[src/rtl/sdram_load_pkg.sv]
// Shared types and constants for the loader-to-SDRAM byte pairing writer.
package sdram_load_pkg;

  typedef enum logic {
    ST_IDLE = 1'b0,
    ST_REQ  = 1'b1
  } drain_state_e;

  localparam int DATA_W = 16;
  localparam int BE_W   = 2;

  // Lane of a byte within a 16-bit word, taken from byte address bit 0.
  localparam logic LANE_EVEN = 1'b0;
  localparam logic LANE_ODD  = 1'b1;

  localparam int IDLE_CNT_W = 8;

  // FIFO entry is {word address, data, byte enables}.
  function automatic int entry_width(input int address_size);
    return address_size + DATA_W + BE_W;
  endfunction

endpackage

[src/rtl/loader_sync_fifo.sv]
// Single-clock FIFO with an extra pointer bit for full/empty; the parent only
// pushes when there is room (or a pop happens in the same cycle).
module loader_sync_fifo #(
  parameter int WIDTH      = 42,
  parameter int DEPTH_LOG2 = 3
) (
  input  logic             clk,
  input  logic             reset,
  input  logic             push,
  input  logic             pop,
  input  logic [WIDTH-1:0] push_data,
  output logic             full,
  output logic             empty,
  output logic [WIDTH-1:0] head
);

  localparam int DEPTH = 1 << DEPTH_LOG2;

  logic [WIDTH-1:0]    mem [DEPTH];
  logic [DEPTH_LOG2:0] wr_ptr;
  logic [DEPTH_LOG2:0] rd_ptr;

  assign empty = (wr_ptr == rd_ptr);
  assign full  = (wr_ptr[DEPTH_LOG2] != rd_ptr[DEPTH_LOG2]) &&
                 (wr_ptr[DEPTH_LOG2-1:0] == rd_ptr[DEPTH_LOG2-1:0]);
  assign head  = mem[rd_ptr[DEPTH_LOG2-1:0]];

  // NOTE: sequential state uses non-blocking assignments so every register
  // samples pre-edge values regardless of statement order.
  always_ff @(posedge clk or posedge reset) begin
    if (reset) begin
      wr_ptr <= '0;
      rd_ptr <= '0;
    end else begin
      if (push) wr_ptr <= wr_ptr + 1'b1;
      if (pop)  rd_ptr <= rd_ptr + 1'b1;
    end
  end

  // NOTE: storage is deliberately not reset; the pointers alone define which
  // entries are valid, and a reset-free array maps onto plain RAM.
  always_ff @(posedge clk) begin
    if (push) mem[wr_ptr[DEPTH_LOG2-1:0]] <= push_data;
  end

endmodule

[src/rtl/sdram_load_writer.sv]
// Pairs loader byte writes into 16-bit SDRAM words with byte enables, buffers
// them in a FIFO and drains them over a req/ack handshake.
module sdram_load_writer
  import sdram_load_pkg::*;
#(
  parameter int ADDRESS_SIZE    = 24,
  parameter int FIFO_DEPTH_LOG2 = 3,
  parameter int FLUSH_TIMEOUT   = 63
) (
  input  logic                    clk_memory,
  input  logic                    reset,
  input  logic                    in_wr,
  input  logic [ADDRESS_SIZE:0]   in_addr,
  input  logic [7:0]              in_data,
  output logic                    sdram_req,
  input  logic                    sdram_ack,
  output logic [ADDRESS_SIZE-1:0] sdram_addr,
  output logic [15:0]             sdram_data,
  output logic [1:0]              sdram_be,
  output logic                    overflow,
  output logic                    busy
);

  localparam int ENTRY_W = entry_width(ADDRESS_SIZE);
  // The flush fires on the edge at which the idle count reaches FLUSH_TIMEOUT.
  localparam logic [IDLE_CNT_W-1:0] FLUSH_AT = IDLE_CNT_W'(FLUSH_TIMEOUT - 1);

  typedef struct packed {
    logic [ADDRESS_SIZE-1:0] word;
    logic [15:0]             data;
    logic [1:0]              be;
  } entry_t;

  logic                    pend_valid, pend_valid_next;
  logic [ADDRESS_SIZE-1:0] pend_word, pend_word_next;
  logic [15:0]             pend_data, pend_data_next;
  logic [1:0]              pend_be, pend_be_next;
  logic [IDLE_CNT_W-1:0]   idle_cnt;

  logic [ADDRESS_SIZE-1:0] in_word;
  logic                    in_lane;
  logic [15:0]             fresh_data;
  logic [1:0]              fresh_be;
  logic [15:0]             merged_data;
  logic [1:0]              merged_be;

  logic   push_req;
  entry_t push_entry;
  logic   fifo_push, fifo_pop, fifo_full, fifo_empty;
  entry_t fifo_head;

  drain_state_e state, state_next;
  logic         load_out;

  assign in_word     = in_addr[ADDRESS_SIZE:1];
  assign in_lane     = in_addr[0];
  assign fresh_data  = (in_lane == LANE_ODD) ? {in_data, 8'h00} : {8'h00, in_data};
  assign fresh_be    = (in_lane == LANE_EVEN) ? 2'b01 : 2'b10;
  assign merged_data = pend_data | fresh_data;
  assign merged_be   = pend_be | fresh_be;

  // NOTE: every always_comb output gets a default first, so no path can
  // leave a value unassigned and infer a latch.
  always_comb begin
    pend_valid_next = pend_valid;
    pend_word_next  = pend_word;
    pend_data_next  = pend_data;
    pend_be_next    = pend_be;
    push_req        = 1'b0;
    push_entry      = '{word: pend_word, data: pend_data, be: pend_be};

    if (in_wr) begin
      if (!pend_valid) begin
        pend_valid_next = 1'b1;
        pend_word_next  = in_word;
        pend_data_next  = fresh_data;
        pend_be_next    = fresh_be;
      end else if (in_word == pend_word && !pend_be[in_lane]) begin
        pend_data_next = merged_data;
        pend_be_next   = merged_be;
        if (merged_be == 2'b11) begin
          push_req        = 1'b1;
          push_entry      = '{word: pend_word, data: merged_data, be: merged_be};
          pend_valid_next = 1'b0;
        end
      end else begin
        // Address break or repeated lane: retire the old word as-is.
        push_req       = 1'b1;
        pend_word_next = in_word;
        pend_data_next = fresh_data;
        pend_be_next   = fresh_be;
      end
    end else if (pend_valid && idle_cnt == FLUSH_AT) begin
      push_req        = 1'b1;
      pend_valid_next = 1'b0;
    end
  end

  // A full FIFO still accepts a push when the drain pops in the same cycle.
  assign fifo_push = push_req && (!fifo_full || fifo_pop);

  always_ff @(posedge clk_memory or posedge reset) begin
    if (reset) begin
      pend_valid <= 1'b0;
      pend_word  <= '0;
      pend_data  <= '0;
      pend_be    <= '0;
      idle_cnt   <= '0;
      overflow   <= 1'b0;
      busy       <= 1'b0;
    end else begin
      pend_valid <= pend_valid_next;
      pend_word  <= pend_word_next;
      pend_data  <= pend_data_next;
      pend_be    <= pend_be_next;
      if (in_wr)
        idle_cnt <= '0;
      else if (pend_valid && idle_cnt != '1)
        idle_cnt <= idle_cnt + 1'b1;
      if (push_req && !fifo_push)
        overflow <= 1'b1;
      busy <= pend_valid || !fifo_empty || sdram_req;
    end
  end

  loader_sync_fifo #(
    .WIDTH      (ENTRY_W),
    .DEPTH_LOG2 (FIFO_DEPTH_LOG2)
  ) u_fifo (
    .clk       (clk_memory),
    .reset     (reset),
    .push      (fifo_push),
    .pop       (fifo_pop),
    .push_data (push_entry),
    .full      (fifo_full),
    .empty     (fifo_empty),
    .head      (fifo_head)
  );

  always_comb begin
    state_next = state;
    load_out   = 1'b0;
    fifo_pop   = 1'b0;
    unique case (state)
      ST_IDLE: begin
        if (!fifo_empty) begin
          load_out   = 1'b1;
          state_next = ST_REQ;
        end
      end
      ST_REQ: begin
        if (sdram_ack) begin
          fifo_pop   = 1'b1;
          state_next = ST_IDLE;
        end
      end
      default: state_next = ST_IDLE;
    endcase
  end

  // Outputs are captured once on entry to REQ and held until the ack.
  always_ff @(posedge clk_memory or posedge reset) begin
    if (reset) begin
      state      <= ST_IDLE;
      sdram_req  <= 1'b0;
      sdram_addr <= '0;
      sdram_data <= '0;
      sdram_be   <= '0;
    end else begin
      state     <= state_next;
      sdram_req <= (state_next == ST_REQ);
      if (load_out) begin
        sdram_addr <= fifo_head.word;
        sdram_data <= fifo_head.data;
        sdram_be   <= fifo_head.be;
      end
    end
  end

endmodule
[config.mk]
export PLATFORM = sky130hd
export DESIGN_NAME = sdram_load_writer
export DESIGN_NICKNAME = d
export VERILOG_FILES = /design/src/rtl/sdram_load_pkg.sv /design/src/rtl/loader_sync_fifo.sv /design/src/rtl/sdram_load_writer.sv
export SDC_FILE = /design/constraint.sdc
export NUM_CORES = 1
export LEC_CHECK = 0
export BUFFER_PORTS_ARGS = -buffer_cell sky130_fd_sc_hd__buf_2
export CORE_MARGIN = 5
export CORE_UTILIZATION = 55
export DETAILED_ROUTE_END_ITERATION = 10
export PLACE_DENSITY = 0.73
export SYNTH_ARGS = -nofsm -noshare
export SYNTH_HDL_FRONTEND = slang
export SYNTH_SLANG_ARGS = --single-unit
[constraint.sdc]
create_clock -name clk_memory -period 6.9 [get_ports clk_memory]
set_input_delay 1.38 -clock clk_memory [delete_from_list [all_inputs] [get_ports clk_memory]]
set_output_delay 1.38 -clock clk_memory [all_outputs]
set_load 0.03 [all_outputs]
# Word level (Yosys, flattened, before mapping)
# Memory sizes are Yosys's and may differ from the RTL's. A register that Yosys moved wholly into a read port is not among the register bits.
# Cells that the tools add are included.
# word_totals
regBits,62
latch_bits,0
ramBits,336
romBits,0
input_bits,37
out_inout_bits,45
wordCells,76
n_memories,1
# memory_table
memory,depth,width,rd,rd_clocked_by_memory_dff,write_ports,line_no,rtl
u_fifo.mem,8,42,1,1,1,loader_sync_fifo.sv:19,logic [WIDTH-1:0] mem [DEPTH];
# classes
n_addsub,3
multipliers,0
div_mod_pow,0
n_lt_le_gt_ge,1
n_eq_ne,8
shift,0
n_mux,34
bitwise,3
n_reduce_logical,16
# ops
op,count
$mux W18,4
$mux W16,3
$mux W24,2
$eq A24 B24 Y1,1
$mux W1,19
$mux W8,2
$or A16 B16 Y16,1
$add A4 B1 Y4 const B,2
$add A8 B1 Y8 const B,1
$eq A8 B6 Y1 const B,1
$ne A8 B8 Y1 const B,1
$logic_and A1 B1 Y1,6
$mux W2,3
$eq A4 B4 Y1,1
$logic_not A1 Y1,4
$reduce_bool A2 Y1,2
$eq A3 B3 Y1,1
$logic_or A1 B1 Y1,3
$eq A2 B2 Y1 const B,1
$lt A1 B2 Y1 const B,1
$ne A2 B2 Y1 const B,1
$or A2 B2 Y2,1
$pmux W1 S2,1
$reduce_and A2 Y1,1
2 further kinds,2

# Logic depth before layout (Yosys ltp)
# logic_depth
ltp_word,10
mapped_depth,8
ltp_nobuf,6

# By module
# Synthesis repeated with hierarchy kept, for this count alone.
# unflattened
cells_unflattened,838
area_unflattened_um2,17391.7
# by_module_without_submodules
mod,n_inst,cells_each,area_each_um2,seq_area_each_um2
loader_sync_fifo,1,531,13212.7,10289.9
sdram_load_writer,1,307,4179.0,2402.3

# Least setup slack after synthesis
# OpenSTA, ideal clock, no wires.
# synth_path
kind,input port to flip-flop
start,in in_addr[23]
end,"mem u_fifo.mem[2][0], enable pin"
setup_ns,0.561
arrival_ns,6.689
required_time_ns,6.339
setup_slack_ns,-0.351
cell_stages,6
path_buffers,0
cell_sequence,xor2_1 nor3_1 nor3b_2 a31oi_1 o21ai_4 nor4b_1
# synth_between
elab_chain_cells,8
# synth_rtl
element,line_no,rtl
from (decl),sdram_load_writer.sv:13,"input logic [ADDRESS_SIZE:0] in_addr,"
$eq A24 B24 Y1,sdram_load_writer.sv:78,end else if (in_word == pend_word && !pend_be[in_lane]) begin
$logic_and A1 B1 Y1,sdram_load_writer.sv:78,
$mux W1,sdram_load_writer.sv:78,
$mux W1,sdram_load_writer.sv:73,if (!pend_valid) begin
$mux W1,sdram_load_writer.sv:72,if (in_wr) begin
$logic_and A1 B1 Y1,sdram_load_writer.sv:100,assign fifo_push = push_req && (!fifo_full || fifo_pop);
$mux W1,loader_sync_fifo.sv:43,if (push) mem[wr_ptr[DEPTH_LOG2-1:0]] <= push_data;
$mux W1 (not written as such),loader_sync_fifo.sv:43,
to (decl),loader_sync_fifo.sv:19,
# No other way between the ends.

# Worst setup path in the final report
# layout_path
start,in in_addr[22]
end,"mem u_fifo.mem[6][9], enable pin"
# The elaborated chain is that of the path after synthesis.

==> Flow_metrics.wiki <==
{| class="wikitable"
! Metric !! Value
|-
| Class of the most critical hold timing path || reg2reg
|-
| Number of sinks driven by the clock tree || 440
|-
| Minimum clock period || 3.64 ns
|-
| Insertion delay of the later-clocked pin in the worst-skew pair || 0.54 ns
|-
| Result of the run || complete, no violations
|-
| Layout cell share with drive strength beyond 1 || 28.8%
|-
| Number of nets in the layout || 1025
|-
| Worst flop-to-flop path endpoint || u_fifo.mem[6][9]
|-
| Max-capacitance violation count || 0
|-
| Number of global-route vias before repair || 8853
|-
| Kind of capture point of the worst setup path || register
|-
| Largest stage delay on the critical path || 0.61 ns
|-
| Worst clock skew on the final layout || 0.0220 ns
|-
| Layout-stage area growth over the synthesis result || 13.1%
|-
| Utilization after layout || 63.2%
|-
| Remaining Overflow, GRT || 0
|-
| Vertical die dimension || 187 um
|-
| First-pass GRT wire length || 52.6 mm
|-
| Crit path max fanout || 22
|-
| Predominant post-synthesis flop cell || edfxtp_1
|-
| Data required time at the worst endpoint || 7.10 ns
|-
| Port-buffer cells || 81
|-
| Synthesized Nets || 926
|-
| Routability-driven placement congestion ratio || 0.764
|-
| Post-Synthesis Cell Area || 0.0171 mm2
|-
| Static Leak || 7.02 nW
|-
| N_diodes || 0
|-
| Setup bufs post-CTS || 0
|-
| Startpoint Class || input pin
|-
| Power Dens Cells || 419 mW/mm2
|-
| Initial drt markers || 549
|-
| Worst hold path depth || 1
|-
| Deepest level of the CTS H-tree || 2
|-
| Slew @ Worst Pin || 1.13 ns
|-
| Mean area per synthesized cell || 19.4 um2
|-
| Most frequent cells in the layout || edfxtp_1 (336), dfrtp_1 (101), mux4_2 (84), buf_2 (81), nor2_1 (57)
|-
| Layout filler cell count || 2100
|-
| Hold Crit Endpoint || overflow
|-
| Synth async-reset ratio || 23.6%
|-
| Worst Path Class, Setup || in2reg
|-
| Highest clock rate || 0.275 GHz
|-
| Final Routed Wirelength || 33.4 mm
|-
| Core region area || 0.0307 mm2
|-
| Mean routed wirelength per cell || 23.6 um
|-
| Buffer type at the clock tree root || clkbuf_16
|-
| Maximum VDD drop || 0.242 mV
|-
| Worst Reg-to-Reg Cells || 7
|-
| Pin count of the biggest net entering global routing || 61
|-
| Part of the cycle the worst path needs || 52.7%
|-
| Initial cell density of the core || 55.9%
|-
| R2r startpoint || pend_word[21]
|-
| Post-route setup TNS || 0 ns
|-
| Count of antenna-violating nets left after detailed routing || 0
|-
| Full die area || 0.0348 mm2
|-
| Area taken by flip-flops and latches || 0.0127 mm2
|-
| Worst-case hold slack || 0.489 ns
|-
| Sequential fraction of the synthesis area || 74.1%
|-
| Hold_sp || overflow
|-
| TritonCTS clock tree || built
|-
| Multi-input gate area in the final layout || 0.00427 mm2
|-
| Post-CTS Hold Fix Bufs || 0
|-
| Synth Instances || 885
|-
| Buffer depth of the longest clock path || 3
|-
| Number of design rule violations left after detail routing || 0
|-
| Critical Path AT || 3.84 ns
|-
| RSZ-0062 raised after global routing || no
|-
| Setup slack of the most critical reg-to-reg path || 3.60 ns
|-
| DR pass1 iterations || 5
|-
| Ratio of routed vias to standard cells || 5.89
|-
| Count of endpoints failing setup in the final report || 0
|-
| Commonest non-fill, non-tap cell in the layout || edfxtp_1
|-
| Clock-pin slew reported for the worst setup and hold paths after clock tree synthesis || 0.06 ns
|-
| Global-route usage over all layers || 19.4%
|-
| Count of flip-flops with a built-in enable after synthesis || 336
|-
| Total of flip-flops plus latches after synthesis || 440
|-
| Cell-by-cell trace of the critical path || buf_2, xor2_1, nor3_1, nor3b_2, a31oi_1, o21ai_4, nor2_4, buf_4
|-
| HPWL after detailed placement || 19.9 mm
|-
| Count of instances resized after the clock tree is built || 0
|-
| Vias || 8336
|-
| Final hold violation count || 0
|-
| Cell with the largest stage delay on the worst path || nor2_4
|-
| Top-level port count || 82
|-
| Yosys warnings || 0
|-
| Number of clock buffers inserted by TritonCTS || 44
|-
| Number of antenna violations at the first check in global routing || 0
|-
| Distinct cell type count of the synthesized netlist || 44
|-
| Row count || 64
|-
| Final slew viol count || 0
|-
| Worst slew margin || 24.6%
|-
| Die extent in x || 187 um
|}
[registers in the layout (all words and copies together) (netlist names)]
signal,cells
u_fifo.mem,336
pend_word,24
sdram_addr,24
pend_data,16
sdram_data,16
idle_cnt,8
u_fifo.rd_ptr,4
u_fifo.wr_ptr,4
pend_be,2
sdram_be,2
busy,1
overflow,1
pend_valid,1
state,1
[cell families (layout without fill, tap and decap cells)]
family	count (synthesis)	count (layout)	share of synthesized area, %
flip-flops	440	440	74.1
adder cells (fa/ha/maj)	4	4	0.292
multiplexers	155	155	15.8
AO/OA/AOI/OAI	89	89	3.39
XOR/XNOR	40	40	2.04
AND/OR/NAND/NOR	106	106	3.06
buffers and inverters	51	186	1.34
[cells in the mapped netlist (2+ instances only)]
master	count	area [um2]
nand2_1	12	45.0
o211ai_1	2	15.0
ha_1	4	50.1
xnor2_1	29	254
buf_6	3	33.8
mux2_2	5	56.3
buf_1	10	37.5
nor3_1	4	20.0
nor4b_1	2	17.5
nand4_1	9	56.3
xor2_1	11	96.3
a22o_1	16	140
dfrtp_1	104	2600
clkbuf_1	20	75.1
and2_1	2	12.5
edfxtp_1	336	10100
nor2_1	58	218
inv_1	5	18.8
mux2i_1	45	450
nor2b_1	2	12.5
nand3_1	6	30.0
a21o_1	20	150
a21oi_1	45	225
mux2_4	20	300
buf_2	13	65.1
mux4_2	84	1890
[worst max-delay path, delay by kind of cell]
family / cells / cell delay, ns
buffers and inverters: 2 / 0.55
AND/OR/NAND/NOR: 3 / 0.91
XOR/XNOR: 1 / 0.28
AO/OA/AOI/OAI: 2 / 0.70
[power breakdown]
group	leakage, nW	switching [mW]	total [mW]	internal, mW
Combinational	2.05	1.25	2.19	0.938
Sequential	4.29	0.324	3.72	3.40
Clock	0.676	0.958	2.20	1.24
[stage by stage]
stage	power, mW	instance area, um2	instances	setup slack [ns]
after floorplan	5.36	17100	885	-0.351
after global placement	5.96	18000	1334	2.74
after detailed placement	6.02	18000	1334	2.71
after CTS	8.23	19400	1416	3.26
after global routing	8.53	19400	1416	3.09
final	8.12	19400	1416	3.26
[area by class of cell]
cell class                 instances  share of cell area [%]
tap                              396                    2.56
inverter                           5                   0.110
multi-input combinational        394                    22.1
clock inverter                    26                   0.710
clock buffer                      56                    6.23
timing repair buffer              99                    2.79
sequential                       440                    65.5
[routing by layer]
metal | wire (um) | global-route usage (%) | vias up
met5 | 0 | 0 | -
met4 | 823 | 5.04 | 0
met3 | 1770 | 3.87 | 59
met2 | 16400 | 31.2 | 209
met1 | 14400 | 27.7 | 4368
li1 | - | - | 3700
[worst max-delay path by stage]
stage                start           endpoint  slack (ns)  depth (start not counted)
2_1_floorplan  in_addr[23]   u_fifo.mem[2][0]       -0.35                          6
3_3_place_gp   in_addr[22]  u_fifo.mem[6][22]        2.74                          8
3_5_place_dp   in_addr[22]  u_fifo.mem[6][22]        2.71                          8
4_1_cts        in_addr[22]  u_fifo.mem[6][30]        3.26                          8
5_1_grt        in_addr[22]  u_fifo.mem[6][29]        3.09                          8
6_report       in_addr[22]   u_fifo.mem[6][9]        3.26                          8
No activity file was read; power rests on OpenSTA's default activity.
